===== config.mk =====
export PLATFORM = sky130hd
export DESIGN_NAME = debounce_sync
export DESIGN_NICKNAME = d
export VERILOG_FILES = /design/src/rtl/debounce_pkg.sv /design/src/rtl/debounce_sync_sync_chain.sv /design/src/rtl/debounce_sync.sv
export SDC_FILE = /design/constraint.sdc
export NUM_CORES = 1
export LEC_CHECK = 0
export ABC_CLOCK_PERIOD_IN_PS = 4250
export CAP_MARGIN = 20
export CORE_MARGIN = 5
export CORE_UTILIZATION = 53
export DETAILED_ROUTE_END_ITERATION = 7
export PLACE_DENSITY = 0.77
export SKIP_CTS_REPAIR_TIMING = 1
export SYNTH_ARGS = -nofsm -noshare
export SYNTH_HDL_FRONTEND = slang
export SYNTH_HIERARCHICAL = 1
export SYNTH_SLANG_ARGS = --single-unit

===== constraint.sdc =====
create_clock -name clk -period 4.25 [get_ports clk]
set_clock_uncertainty 0.05 [all_clocks]
set_input_delay 1.275 -clock clk [delete_from_list [all_inputs] [get_ports clk]]
set_output_delay 1.275 -clock clk [all_outputs]
set_load 0.01 [all_outputs]

===== src/rtl/debounce_pkg.sv =====
// -----------------------------------------------------------------------------
// debounce_pkg
// Shared types and helpers for the debounced register-map input path.
//   deb_state_t : debounce FSM state encoding
//   deb_cnt_w() : width of the stability counter for a given stable-cycle count
// -----------------------------------------------------------------------------
package debounce_pkg;

    typedef enum logic [1:0] {
        ST_LO   = 2'd0,
        PEND_HI = 2'd1,
        ST_HI   = 2'd2,
        PEND_LO = 2'd3
    } deb_state_t;

    // clog2(stable_cycles), never less than 1 so the counter always exists.
    // The counter only ever holds 0..stable_cycles-1, which this width covers.
    function automatic int deb_cnt_w(input int stable_cycles);
        int w;
        w = 1;
        while ((64'd1 << w) < 64'(stable_cycles)) begin
            w = w + 1;
        end
        return w;
    endfunction

endpackage : debounce_pkg


===== src/rtl/debounce_sync_sync_chain.sv =====
// -----------------------------------------------------------------------------
// sync_chain
// Multi-flop synchronizer for a single asynchronous bit. Kept as its own
// module so the flops can be targeted by async-register constraints and the
// block can be reused for other register-map inputs.
// Ports:
//   clk : sampling clock
//   rst : synchronous active-high reset, loads RST_VAL into every stage
//   d   : asynchronous input
//   q   : synchronized output (last stage)
// -----------------------------------------------------------------------------
module sync_chain #(
    parameter int   STAGES  = 2,
    parameter logic RST_VAL = 1'b0
) (
    input  logic clk,
    input  logic rst,
    input  logic d,
    output logic q
);

    (* ASYNC_REG = "TRUE" *) logic [STAGES-1:0] sync_q;

    always_ff @(posedge clk) begin
        if (rst) begin
            sync_q <= {STAGES{RST_VAL}};
        end else begin
            sync_q <= {sync_q[STAGES-2:0], d};
        end
    end

    assign q = sync_q[STAGES-1];

endmodule : sync_chain


===== src/rtl/debounce_sync.sv =====
// -----------------------------------------------------------------------------
// debounce_sync
// Synchronizes and debounces one bouncy asynchronous input. A new level is
// accepted only after STABLE_CYCLES consecutive synchronized samples agree;
// aborted candidates are counted in a saturating glitch counter.
// Ports:
//   clk          : single clock
//   rst          : synchronous active-high reset
//   raw          : asynchronous, possibly bouncy input
//   enable       : 1 = debounce active, 0 = hold val_out and drop any candidate
//   glitch_clr   : one-cycle clear of glitch_count (wins over a same-cycle glitch)
//   val_out      : debounced level (registered)
//   busy         : candidate level pending (registered)
//   glitch_count : saturating count of rejected candidates (registered)
// -----------------------------------------------------------------------------
module debounce_sync
    import debounce_pkg::*;
#(
    parameter logic DEFAULT       = 1'b0,
    parameter int   SYNC_STAGES   = 2,
    parameter int   STABLE_CYCLES = 16,
    parameter int   GLITCH_W      = 8
) (
    input  logic                clk,
    input  logic                rst,
    input  logic                raw,
    input  logic                enable,
    input  logic                glitch_clr,
    output logic                val_out,
    output logic                busy,
    output logic [GLITCH_W-1:0] glitch_count
);

    localparam int                  CNT_W      = deb_cnt_w(STABLE_CYCLES);
    localparam logic [CNT_W-1:0]    CNT_FIRST  = CNT_W'(1);
    localparam logic [CNT_W-1:0]    CNT_LAST   = CNT_W'(STABLE_CYCLES - 1);
    localparam logic [GLITCH_W-1:0] GLITCH_MAX = '1;
    localparam deb_state_t          RST_STATE  = DEFAULT ? ST_HI : ST_LO;

    logic                s;
    deb_state_t          state_q, state_d;
    logic [CNT_W-1:0]    cnt_q, cnt_d;
    logic                val_q, val_d;
    logic                busy_q, busy_d;
    logic [GLITCH_W-1:0] glitch_q, glitch_d;
    logic                glitch_evt;

    sync_chain #(
        .STAGES  (SYNC_STAGES),
        .RST_VAL (DEFAULT)
    ) u_sync (
        .clk (clk),
        .rst (rst),
        .d   (raw),
        .q   (s)
    );

    always_comb begin
        state_d    = state_q;
        cnt_d      = cnt_q;
        val_d      = val_q;
        glitch_evt = 1'b0;

        if (!enable) begin
            // Fall back to the stable state matching the held level; an
            // aborted candidate here is not a glitch.
            state_d = val_q ? ST_HI : ST_LO;
            cnt_d   = '0;
        end else begin
            case (state_q)
                ST_LO: begin
                    if (s) begin
                        state_d = PEND_HI;
                        cnt_d   = CNT_FIRST;
                    end
                end
                ST_HI: begin
                    if (!s) begin
                        state_d = PEND_LO;
                        cnt_d   = CNT_FIRST;
                    end
                end
                PEND_HI: begin
                    if (s) begin
                        if (cnt_q == CNT_LAST) begin
                            state_d = ST_HI;
                            val_d   = 1'b1;
                            cnt_d   = '0;
                        end else begin
                            cnt_d = cnt_q + 1'b1;
                        end
                    end else begin
                        state_d    = ST_LO;
                        cnt_d      = '0;
                        glitch_evt = 1'b1;
                    end
                end
                PEND_LO: begin
                    if (!s) begin
                        if (cnt_q == CNT_LAST) begin
                            state_d = ST_LO;
                            val_d   = 1'b0;
                            cnt_d   = '0;
                        end else begin
                            cnt_d = cnt_q + 1'b1;
                        end
                    end else begin
                        state_d    = ST_HI;
                        cnt_d      = '0;
                        glitch_evt = 1'b1;
                    end
                end
                default: begin
                    state_d = RST_STATE;
                    cnt_d   = '0;
                end
            endcase
        end

        // busy is registered, so it is derived from the next state.
        busy_d = (state_d == PEND_HI) || (state_d == PEND_LO);

        if (glitch_clr) begin
            glitch_d = '0;
        end else if (glitch_evt && (glitch_q != GLITCH_MAX)) begin
            glitch_d = glitch_q + 1'b1;
        end else begin
            glitch_d = glitch_q;
        end
    end

    always_ff @(posedge clk) begin
        if (rst) begin
            state_q  <= RST_STATE;
            cnt_q    <= '0;
            val_q    <= DEFAULT;
            busy_q   <= 1'b0;
            glitch_q <= '0;
        end else begin
            state_q  <= state_d;
            cnt_q    <= cnt_d;
            val_q    <= val_d;
            busy_q   <= busy_d;
            glitch_q <= glitch_d;
        end
    end

    assign val_out      = val_q;
    assign busy         = busy_q;
    assign glitch_count = glitch_q;

endmodule : debounce_sync

Yosys cells after proc, flatten, opt, wreduce, memory -nomap -nowiden --
Cells that the tools add are included.
Cells by class: bitwise gates (word level) 1, equal/unequal tests 13, $mul 0, multiplexer cells 24, shift-type cells 0, divide/modulo/power cells 0, reduce and logical (&&, ||, !) cells 8, add/subtract/negate cells 2, $lt $le $gt $ge 0
Operators by type and width (count):
- two-way mux 4 bit | 5
- two-way mux 2 bit | 8
- one-hot mux 4 bit (4 select lines) | 1
- adder 8 x 1 -> 8 bit (second input constant) | 1
- inequality test 2 bit (second input constant) | 4
- inequality test 8 bit (second input constant) | 1
- one-hot mux 2 bit (4 select lines) | 1
- two-way mux 1 bit | 7
- equality test 2 bit (second input constant) | 3
- AND reduction 6 bit | 1
- adder 4 x 1 -> 4 bit (second input constant) | 1
- equality test 2 x 1 -> 1 bit (second input constant) | 2
- equality test 4 bit (second input constant) | 1
- inequality test 2 x 1 -> 1 bit (second input constant) | 2
- one-hot mux 1 bit (2 select lines) | 2
- OR reduction 2 bit | 2
- logical NOT 2 bit | 1
- AND reduction 2 bit | 1
- nonzero test 2 bit | 1
- logical AND 1 bit | 1
- logical OR 1 bit | 1
- inverter 1 bit | 1
Word-level totals: ROM bits 0, memories kept 0, word-level logic and storage cells 54, RAM bits 0, bits in latches 0, input port bits 5, output and inout bits 10, register bits after elaboration 18

Depth between registers and ports, before layout --
Gate-level depths: netlist of run 1.
depth in word-level cells 7, gate-level depth with buffers 6, gate-level depth less buffers 5

By module --
The synthesis of run 1 kept the hierarchy.
By module, submodules not included:
- debounce_sync | instances 1, cells each 83, seq. area each 300.3 µm², area an instance 745.7 µm²
- sync_chain | instances 1, cells each 4, seq. area each 40.0 µm², area an instance 52.6 µm²

Least setup slack after synthesis of run 1 --
OpenSTA, ideal clock, no wires.
kind input to register, start point input enable, end point register glitch_q[6] (netlist: glitch_count[6]), setup slack 2.100 ns, arrival 2.030 ns, library setup time 0.070 ns, cell stages on the path 4, data required time 4.130 ns, buffers on the path 1, cells stage by stage o2111ai_2 > buf_6 > or3_1 > a21oi_1
Between the ends: cells in the longest elaborated chain, start to end 2
RTL lines:
- start, declared | RTL line debounce_sync.sv:27 | input logic enable,
- two-way mux 1 bit | RTL line debounce_sync.sv:64 | if (!enable) begin
- logical AND 1 bit | RTL line debounce_sync.sv:125 | end else if (glitch_evt && (glitch_q != GLITCH_MAX)) begin
- end signal, assigned | RTL line debounce_sync.sv:144 | glitch_q <= glitch_d;
- end, declared | RTL line debounce_sync.sv:45 | logic [GLITCH_W-1:0] glitch_q, glitch_d;
Every way passes these cells. A chain may end at the register's enable or synchronous reset.

Worst setup path in the final report of run 1 --
start point input enable, end point register glitch_q[5] (netlist: glitch_count[5])
The elaborated chain is that of the path after synthesis.

==> results.txt, run 1 <==
----------------------------------------------------
[STA]
  Post-route worst setup slack ... 1.504 ns
  Max-slew headroom ... 0.6348
  Fmax ... 364.2 MHz
  Final Max Tran Viols ... 0
  Unrepaired setup endpoints after global routing ... no
  Final-report setup violation count ... 0
  Transition time of the tightest slew-check pin ... 0.5478 ns
  Post-layout min period ... 2.746 ns
  Worst Hold Slack ... 0.4043 ns
  Final hold violation count ... 0
  Sum of negative setup slack ... 0 ns
  Period Utilization, post-route ... 0.6461

[Drt]
  Ratio of routed vias to standard cells ... 5.798
  DRC violations left ... 0
  Routed Wire Length ... 1.450 mm
  Antenna Violating Nets Remaining ... 0
  Routed len/inst ... 12.18 um
  Vias after detailed routing ... 690
  TritonRoute pass-1 iters ... 5
  Initial detailed-routing violation count ... 7

[Placement]
  IO Port Bufs ... 14
  Setup slack after placement ... 1.214 ns
  Half-perimeter wire length after detailed placement ... 1.076 mm
  Routability congestion estimate from global placement ... 0.7468

[GRT]
  First-pass GRT wire length ... 2.532 mm
  Congestion Overflow GR ... 0
  Largest net degree at the start of global routing ... 15
  Global-route usage over all layers ... 0.1333
  Initial antenna violation count ... 0
  Number of global-route vias before repair ... 586

[Logic synthesis]
  Most numerous cell in the Yosys netlist ... dfxtp_1
  Top_reg_cell synth ... dfxtp_1
  Top post-synthesis cells by area ... dfxtp_1, a21oi_1, o21ai_0, ha_1, mux2i_1
  Average footprint of a synthesized cell ... 9.175 um2
  Area leader, netlist ... dfxtp_1
  Post-synth ARST share ... 0
  Yosys warning count ... 6
  Number of register bits inferred by synthesis ... 17
  Register area share after synthesis ... 0.4263
  Synthesized Nets ... 94
  Area of the mapped netlist ... 798.3 um2
  Number of flops mapped to enable cells by yosys ... 0
  Syn Inst Count ... 87
  Most frequent cells after synthesis ... dfxtp_1, a21oi_1, o21ai_0
  Share of the synthesized area in the top cell type ... 0.4263
  Count of distinct cell types in the synthesized netlist ... 33

[Cells and area]
  Core utilization of the finished layout ... 0.6548
  Antenna cells ... 0
  Count of filler cells inserted in the layout ... 144
  Area Overhead vs Synth ... 20.69%
  Proportion of layout cells with a drive suffix above 1 ... 0.08738
  Number of nets in the finished design ... 111

[Min path]
  Hold path start ... u_sync/sync_q[0]$_SDFF_PP0_
  Min-delay worst type ... flip-flop to flip-flop

[Floorplanning]
  Core area ... 1471 um2
  Die Footprint ... 2382 um2
  Cell Rows ... 14
  Chip height ... 48.81 um
  Number of placed I/O pins ... 15
  Initial Utilization ... 0.5425
  Chip Width ... 48.81 um

[Status]
  Run status ... complete, no violations

[Clock tree]
  Worst-path clk slew ... 0.09 ns
  Num CTS Buffers ... 3
  CTS tree ... yes
  Total number of clock tree sinks ... 17
  Number of levels in the clock H-tree ... 1
  Clock Tree Buf Depth ... 2
  Worst skew pair latency ... 0.29 ns
  Buffer cell driving the clock tree root ... clkbuf_4

[Setup path]
  Worst-path maximum fanout ... 14
  CP max stage cell ... clkdlybuf4s50_1
  Beginning of the worst register-to-register path ... glitch_count[0]$_SDFFE_PP0P_
  CP Capture Type ... flip-flop
  Critical path arrival ... 2.92 ns
  CP cell instances ... clkdlybuf4s50_1, o2111ai_2, or4_1, a21oi_1
  Number of buffers and inverters on the critical path ... 1
  Worst Setup Start Kind ... primary input
  Data required time of the critical path ... 4.43 ns
  Cell family with the largest share of critical-path delay ... buffers and inverters
  Reg2reg setup slack ... 2.42 ns
  Delay of the slowest cell on the worst path ... 0.59 ns
  Kind of critical path ... primary input to flip-flop
  Critical path startpoint ... enable

[Power]
  Final Power ... 263.8 uW
  Leak pwr ... 0.0003380 uW
  Maximum ir drop on the vdd rail ... 0.2107 mV
  Power Density ... 273.8 nW/um2

[Run]
  Max cap viols ... 0

----------------------------------------------------
[where the power goes]
| part | internal [uW] | switching, uW | total [uW] | leakage, uW |
|---|---|---|---|---|
| Combinational | 8.64 | 7.80 | 16.4 | 0.000185 |
| Sequential | 161 | 2.70 | 164 | 0.000138 |
| Clock | 36.5 | 46.8 | 83.3 | 0.0000150 |
[state kept, by name, indices dropped and copies added, names as in the netlist]
register,count
val_out,1
cnt_q,4
glitch_count,8
state_q,2
u_sync/sync_q,2
[cell families (layout without fill, tap and decap cells)]
family	count (synthesis)	after routing	share of synthesized area
AND/OR/NAND/NOR	32	32	0.2336
adder cells (fa/ha/maj)	2	2	0.03134
multiplexers	2	2	0.02508
XOR/XNOR	3	3	0.04233
buffers and inverters	4	20	0.03605
AO/OA/AOI/OAI	27	27	0.2053
flip-flops	17	17	0.4263
[final timing paths]
kind / end / cells after the start
max: glitch_count[5]$_SDFFE_PP0P_ / 4
min: u_sync/sync_q[1]$_SDFF_PP0_ / 1
max reg2reg: glitch_count[5]$_SDFFE_PP0P_ / 5
min reg2reg: u_sync/sync_q[1]$_SDFF_PP0_ / 1
[cells in the final DEF, fill, tap and decap left out, drive strengths merged]
cell type       n
a211oi          1
a21boi          1
a21o            1
a21oi          10
a22oi           1
a31o            1
and2            1
and3            1
and4            1
and4b           1
clkbuf          4
clkdlybuf4s50  14
dfxtp          17
ha              2
inv             2
mux2i           2
nand2           5
nand2b          1
nand3           3
nand4           2
nand4b          1
nor2            5
nor2b           3
nor3b           1
o2111ai         1
o21ai           9
o31ai           2
or2             1
or3             4
or4             2
xnor2           1
xor2            2
[per-stage QoR]
stage / cells / area (um2)
6_report: 119 / 963.4
5_1_grt: 119 / 963.4
4_1_cts: 119 / 963.4
3_5_place_dp: 115 / 937.1
3_3_place_gp: 115 / 937.1
2_1_floorplan: 87 / 798.3
[layer usage]
layer  track usage  share of wire  routed length, um  vias up
met5             0              0                  0        -
met4       0.08072          0.026                 38        0
met3       0.02752          0.047                 68        4
met2        0.2087           0.44                642       16
met1        0.1657           0.48                701      316
li1              -              -                  -      354
[cell type report]
class	instances	area, um2	share of cell area
Clock buffer	4	26.28	0.02727
Inverter	2	7.507	0.007792
Multi-Input combinational cell	66	429.2	0.4455
Sequential cell	17	340.3	0.3532
Tap cell	16	20.02	0.02078
Timing Repair Buffer	14	140.1	0.1455
[worst register-to-register path: cells and delay by family, from the launching register on]
kind | cells | cell delay (ns)
AOI/OAI and AO/OA | 2 | 0.43
and+or+nand+nor | 2 | 0.67
adders and majority gates | 1 | 0.26
DFF | 1 | 0.36
Note: power is estimated with default switching activity, not from simulation.
==> run 2: changes to the inputs <==
--- a/config.mk
+++ b/config.mk
@@ -5,12 +5,12 @@
 export SDC_FILE = /design/constraint.sdc
 export NUM_CORES = 1
 export LEC_CHECK = 0
-export ABC_CLOCK_PERIOD_IN_PS = 4250
+export ABC_CLOCK_PERIOD_IN_PS = 2690
 export CAP_MARGIN = 20
 export CORE_MARGIN = 5
-export CORE_UTILIZATION = 53
+export CORE_UTILIZATION = 49
 export DETAILED_ROUTE_END_ITERATION = 7
-export PLACE_DENSITY = 0.77
+export PLACE_DENSITY = 0.72
 export SKIP_CTS_REPAIR_TIMING = 1
 export SYNTH_ARGS = -nofsm -noshare
 export SYNTH_HDL_FRONTEND = slang
==> constraint.sdc (replaced) <==
create_clock -name clk -period 2.69 [get_ports clk]
set_clock_uncertainty 0.05 [all_clocks]
set_input_delay 0.807 -clock clk [delete_from_list [all_inputs] [get_ports clk]]
set_output_delay 0.807 -clock clk [all_outputs]
set_load 0.01 [all_outputs]
==> run 2 against run 1 <==
Effect of this change:
- highest routed layer unchanged
- cell area increased by 0.78%
- largest power group unchanged
- critical endpoint is now glitch_count[7]$_SDFFE_PP0P_
- global-route usage decreased by 0.32 points
- flip-flop and latch count unchanged
==> results.txt, run 2 (same netlist as run 1, synthesis figures left out) <==
----------------------------------------------------
[Status]
  Run status ... complete, no violations

[Power]
  Leak pwr ... 0.0003422 uW
  Final Power ... 418.8 uW
  Maximum ir drop on the vdd rail ... 0.3124 mV
  Power Density ... 431.3 nW/um2

[Placement]
  Routability congestion estimate from global placement ... 0.8007
  IO Port Bufs ... 14
  Setup slack after placement ... 0.2042 ns
  Half-perimeter wire length after detailed placement ... 1.073 mm

[GRT]
  Number of global-route vias before repair ... 614
  Initial antenna violation count ... 0
  Largest net degree at the start of global routing ... 12
  First-pass GRT wire length ... 2.642 mm
  Congestion Overflow GR ... 0
  Global-route usage over all layers ... 0.1301

[Clock tree]
  Num CTS Buffers ... 3
  CTS tree ... yes
  Total number of clock tree sinks ... 17
  Clock Tree Buf Depth ... 2
  Buffer cell driving the clock tree root ... clkbuf_4
  Worst-path clk slew ... 0.09 ns
  Number of levels in the clock H-tree ... 1
  Worst skew pair latency ... 0.28 ns

[Setup path]
  CP max stage cell ... clkdlybuf4s50_1
  Beginning of the worst register-to-register path ... glitch_count[0]$_SDFFE_PP0P_
  Delay of the slowest cell on the worst path ... 0.58 ns
  Capturing instance or port of the critical path ... glitch_count[7]$_SDFFE_PP0P_
  CP Capture Type ... flip-flop
  Data required time of the critical path ... 2.86 ns
  RR Endpoint ... glitch_count[7]$_SDFFE_PP0P_
  Kind of critical path ... primary input to flip-flop
  Reg2Reg Depth ... 5
  Cell family with the largest share of critical-path delay ... buffers and inverters
  Reg2reg setup slack ... 0.95 ns
  Number of buffers and inverters on the critical path ... 1
  Critical path arrival ... 2.38 ns
  Worst-path maximum fanout ... 11
  Worst Setup Start Kind ... primary input
  Critical path startpoint ... enable
  Count of cell instances traversed by the critical path ... 4
  CP cell instances ... clkdlybuf4s50_1, o2111ai_2, or4_1, a21oi_1

[STA]
  Transition time of the tightest slew-check pin ... 0.4332 ns
  Sum of negative setup slack ... 0 ns
  Final hold violation count ... 0
  Max-slew headroom ... 0.7112
  Period Utilization, post-route ... 0.8194
  Final Max Tran Viols ... 0
  Post-route worst setup slack ... 0.4859 ns
  Final-report setup violation count ... 0
  Worst Hold Slack ... 0.4048 ns
  Fmax ... 453.7 MHz
  Unrepaired setup endpoints after global routing ... no
  Post-layout min period ... 2.204 ns

[Floorplanning]
  Chip height ... 50.36 um
  Chip Width ... 50.36 um
  Die Footprint ... 2536 um2
  Initial Utilization ... 0.5238
  Cell Rows ... 14
  Number of placed I/O pins ... 15
  Core area ... 1524 um2

[Cells and area]
  Proportion of layout cells with a drive suffix above 1 ... 0.09615
  Antenna cells ... 0
  Highest-count cells in the layout ignoring fill and taps ... dfxtp_1, clkdlybuf4s50_1, a21oi_1
  Number of nets in the finished design ... 112
  Largest register FFs ... 8
  Area Overhead vs Synth ... 21.63%
  Commonest non-fill, non-tap cell in the layout ... dfxtp_1

[Drt]
  Antenna Violating Nets Remaining ... 0
  Vias after detailed routing ... 669
  Initial detailed-routing violation count ... 5
  Ratio of routed vias to standard cells ... 5.575
  Uppermost signal routing layer after detailed routing ... met4
  Wire length the detailed router placed on met1 ... 715 um
  Met2 layer wire length in the routed design ... 637 um
  DRC violations left ... 0
  Routed len/inst ... 11.88 um
  Met3 Routed Length ... 61 um
  Routed Wire Length ... 1.426 mm
  TritonRoute pass-1 iters ... 4

[Min path]
  Min-delay worst type ... flip-flop to flip-flop
  Hold path start ... u_sync/sync_q[0]$_SDFF_PP0_

[Run]
  Max cap viols ... 0

----------------------------------------------------
[run 2: cell types whose count changed in the layout (fill, tap and decap cells not counted)]
cell	previous run	this run
buf_4	0	1
[run 2: final cells by class]
type                       instances  area, um2
timing repair buffer              15      147.6
fill                             129      553.0
multi-input combinational         66      429.2
sequential                        17      340.3
tap                               16      20.02
clock buffer                       4      26.28
inverter                           2      7.507
[run 2: per-stage QoR]
stage | instance area (um2) | utilization | cells
detailed placement | 944.7 | 0.6199 | 116
CTS | 970.9 | 0.6371 | 120
global route | 970.9 | 0.6371 | 120
floorplan | 798.3 | - | 87
finish | 970.9 | 0.6371 | 120
global placement | 944.7 | 0.6199 | 116
[run 2: worst min path at each step]
stage | end | slack [ns] | cells past startpoint
global placement | u_sync/sync_q[1]$_SDFF_PP0_ | 0.37 | 1
finish | u_sync/sync_q[1]$_SDFF_PP0_ | 0.40 | 1
detailed placement | u_sync/sync_q[1]$_SDFF_PP0_ | 0.38 | 1
floorplan | u_sync/sync_q[1]$_SDFF_PP0_ | 0.36 | 1
global route | u_sync/sync_q[1]$_SDFF_PP0_ | 0.42 | 1
CTS | u_sync/sync_q[1]$_SDFF_PP0_ | 0.41 | 1
[run 2: power breakdown]
part | internal (uW) | total (uW) | switching (uW)
logic | 14.0 | 26.3 | 12.3
registers | 255 | 259 | 4.17
clock network | 57.6 | 133 | 75.8
[run 2: per-layer routing]
metal / vias up / global-route usage
met5: - / 0
met4: 0 / 0.06383
met3: 2 / 0.02663
met2: 11 / 0.1967
met1: 299 / 0.1751
li1: 357 / -
==> run 3: changes to the inputs <==
--- a/config.mk
+++ b/config.mk
@@ -5,7 +5,7 @@
 export SDC_FILE = /design/constraint.sdc
 export NUM_CORES = 1
 export LEC_CHECK = 0
-export ABC_CLOCK_PERIOD_IN_PS = 2690
+export ABC_CLOCK_PERIOD_IN_PS = 2100
 export CAP_MARGIN = 20
 export CORE_MARGIN = 5
 export CORE_UTILIZATION = 49
==> constraint.sdc (replaced) <==
create_clock -name clk -period 2.1 [get_ports clk]
set_clock_uncertainty 0.05 [all_clocks]
set_input_delay 0.63 -clock clk [delete_from_list [all_inputs] [get_ports clk]]
set_output_delay 0.63 -clock clk [all_outputs]
set_load 0.01 [all_outputs]
==> run 3 against run 2 <==
Effect of this change:
- worst setup slack worse by 0.38 ns
- via count is 4.2% higher
- worst hold slack worse by 0.0017 ns
- clock power is 30% higher
- sequential power is 28% higher
- sequential share of layout area is 0.79 points lower
- die area stayed put
- cell count is 2.5% higher
- power is 29% higher
- critical endpoint is now busy
==> results.txt, run 3 (same netlist as run 1, synthesis figures left out) <==
----------------------------------------------------
[Setup path]
  RR Endpoint ... glitch_count[5]$_SDFFE_PP0P_
  CP Capture Type ... output port
  CP cell instances ... clkdlybuf4s50_1
  Reg2Reg Depth ... 5
  Cell family with the largest share of critical-path delay ... buffers and inverters
  CP max stage cell ... clkdlybuf4s50_1
  Number of buffers and inverters on the critical path ... 1
  Reg2reg setup slack ... 0.37 ns
  Worst Setup Start Kind ... flip-flop
  Beginning of the worst register-to-register path ... glitch_count[0]$_SDFFE_PP0P_
  Critical path arrival ... 1.31 ns
  Critical path startpoint ... state_q[0]$_SDFF_PP0_
  Data required time of the critical path ... 1.42 ns
  Delay of the slowest cell on the worst path ... 0.58 ns
  Kind of critical path ... flip-flop to output port
  Worst-path maximum fanout ... 6

[Power]
  Leak pwr ... 0.0003553 uW
  Final Power ... 542.2 uW
  Internal Pwr Total ... 420.4 uW
  Maximum ir drop on the vdd rail ... 0.4326 mV
  Flop pwr share ... 0.613
  Power Density ... 545.7 nW/um2
  Switching share of total power ... 0.2246
  Reported net switching power ... 121.8 uW
  Clock power frac ... 0.320
  Logic pwr share ... 0.068

[Placement]
  Routability congestion estimate from global placement ... 0.7816
  Cell count after placement ... 119
  IO Port Bufs ... 14
  Setup slack after placement ... -0.08132 ns
  Half-perimeter wire length after detailed placement ... 1.148 mm

[STA]
  Period Utilization, post-route ... 0.9478
  Fmax ... 502.4 MHz
  Post-layout min period ... 1.990 ns
  Transition time of the tightest slew-check pin ... 0.4117 ns
  Final hold violation count ... 0
  Unrepaired setup endpoints after global routing ... no
  Final-report setup violation count ... 0
  Max-slew headroom ... 0.7255
  Post-route worst setup slack ... 0.1097 ns
  Final Max Tran Viols ... 0

[Status]
  Run status ... complete, no violations

[Clock tree]
  CTS tree ... yes
  Clock Tree Buf Depth ... 2
  Number of levels in the clock H-tree ... 1
  Buffer cell driving the clock tree root ... clkbuf_4
  Num CTS Buffers ... 3
  Worst-path clk slew ... 0.09 ns
  Worst skew pair latency ... 0.29 ns
  Total number of clock tree sinks ... 17

[Floorplanning]
  Number of placed I/O pins ... 15
  Core area ... 1524 um2
  Chip Width ... 50.36 um
  Chip height ... 50.36 um
  Cell Rows ... 14
  Initial Utilization ... 0.5238
  Die Footprint ... 2536 um2

[Drt]
  Routed Wire Length ... 1.573 mm
  Vias after detailed routing ... 697
  Initial detailed-routing violation count ... 9
  TritonRoute pass-1 iters ... 4
  Antenna Violating Nets Remaining ... 0
  Routed len/inst ... 12.79 um
  Ratio of routed vias to standard cells ... 5.667
  DRC violations left ... 0

[GRT]
  First-pass GRT wire length ... 2.677 mm
  Congestion Overflow GR ... 0
  Initial antenna violation count ... 0
  Largest net degree at the start of global routing ... 11
  Number of global-route vias before repair ... 619
  Global-route usage over all layers ... 0.1347

[Cells and area]
  Fin cells ... 123
  Core utilization of the finished layout ... 0.6519
  Number of nets in the finished design ... 115
  Area Overhead vs Synth ... 24.45%
  Proportion of layout cells with a drive suffix above 1 ... 0.1215
  Antenna cells ... 0
  Commonest non-fill, non-tap cell in the layout ... dfxtp_1
  Largest register FFs ... 8
  Highest-count cells in the layout ignoring fill and taps ... dfxtp_1, clkdlybuf4s50_1, a21oi_1

[Min path]
  Min-delay worst type ... flip-flop to flip-flop
  Hold path start ... u_sync/sync_q[0]$_SDFF_PP0_
  Worst-case hold path end point ... u_sync/sync_q[1]$_SDFF_PP0_
  Depth of the worst hold-timing path ... 1

[Run]
  Max cap viols ... 0

----------------------------------------------------
run 3: cell types whose count changed in the layout (fill, tap and decap cells not counted), sizes merged:
cell / change
buf: +3
run 3: worst max-delay path by stage:
| stage | end | slack (ns) | depth (start not counted) |
|---|---|---|---|
| finish | busy | 0.11 | 1 |
| global placement | glitch_count[5]$_SDFFE_PP0P_ | -0.04 | 4 |
| global route | glitch_count[2] | 0.02 | 1 |
| detailed placement | glitch_count[7]$_SDFFE_PP0P_ | -0.08 | 4 |
| CTS | busy | 0.09 | 1 |
| floorplan | glitch_count[6]$_SDFFE_PP0P_ | 0.54 | 6 |
run 3: per-stage QoR:
stage | setup TNS (ns) | hold slack [ns] | cell area [um2]
floorplan | 0 | 0.3638 | 798.3
global placement | -0.1253 | 0.3700 | 967.2
detailed placement | -0.3580 | 0.3740 | 967.2
CTS | 0 | 0.4048 | 993.5
global route | 0 | 0.4317 | 993.5
finish | 0 | 0.4031 | 993.5
run 3: final cells by class:
type	count	area [um2]
Timing Repair Buffer	18	170.2
Clock buffer	4	26.28
Sequential cell	17	340.3
Multi-Input combinational cell	66	429.2
Fill cell	133	530.5
Tap cell	16	20.02
Inverter	2	7.507
run 3: power by group through the flow:
stage,clock [uW],combinational (uW),sequential (uW)
finish,173,36.8,332
global route,204,40.5,334
CTS,183,37.1,332
detailed placement,0,36.9,340
global placement,0,35.9,339
floorplan,0,20.3,339
run 3: metal layers:
| metal | vias up | part of all wire | global-route usage |
|---|---|---|---|
| met2 | 16 | 0.46 | 0.2050 |
| met3 | 2 | 0.069 | 0.06213 |
| met5 | - | 0 | 0 |
| li1 | 360 | - | - |
| met1 | 319 | 0.47 | 0.1706 |
| met4 | 0 | 0.0076 | 0.03830 |
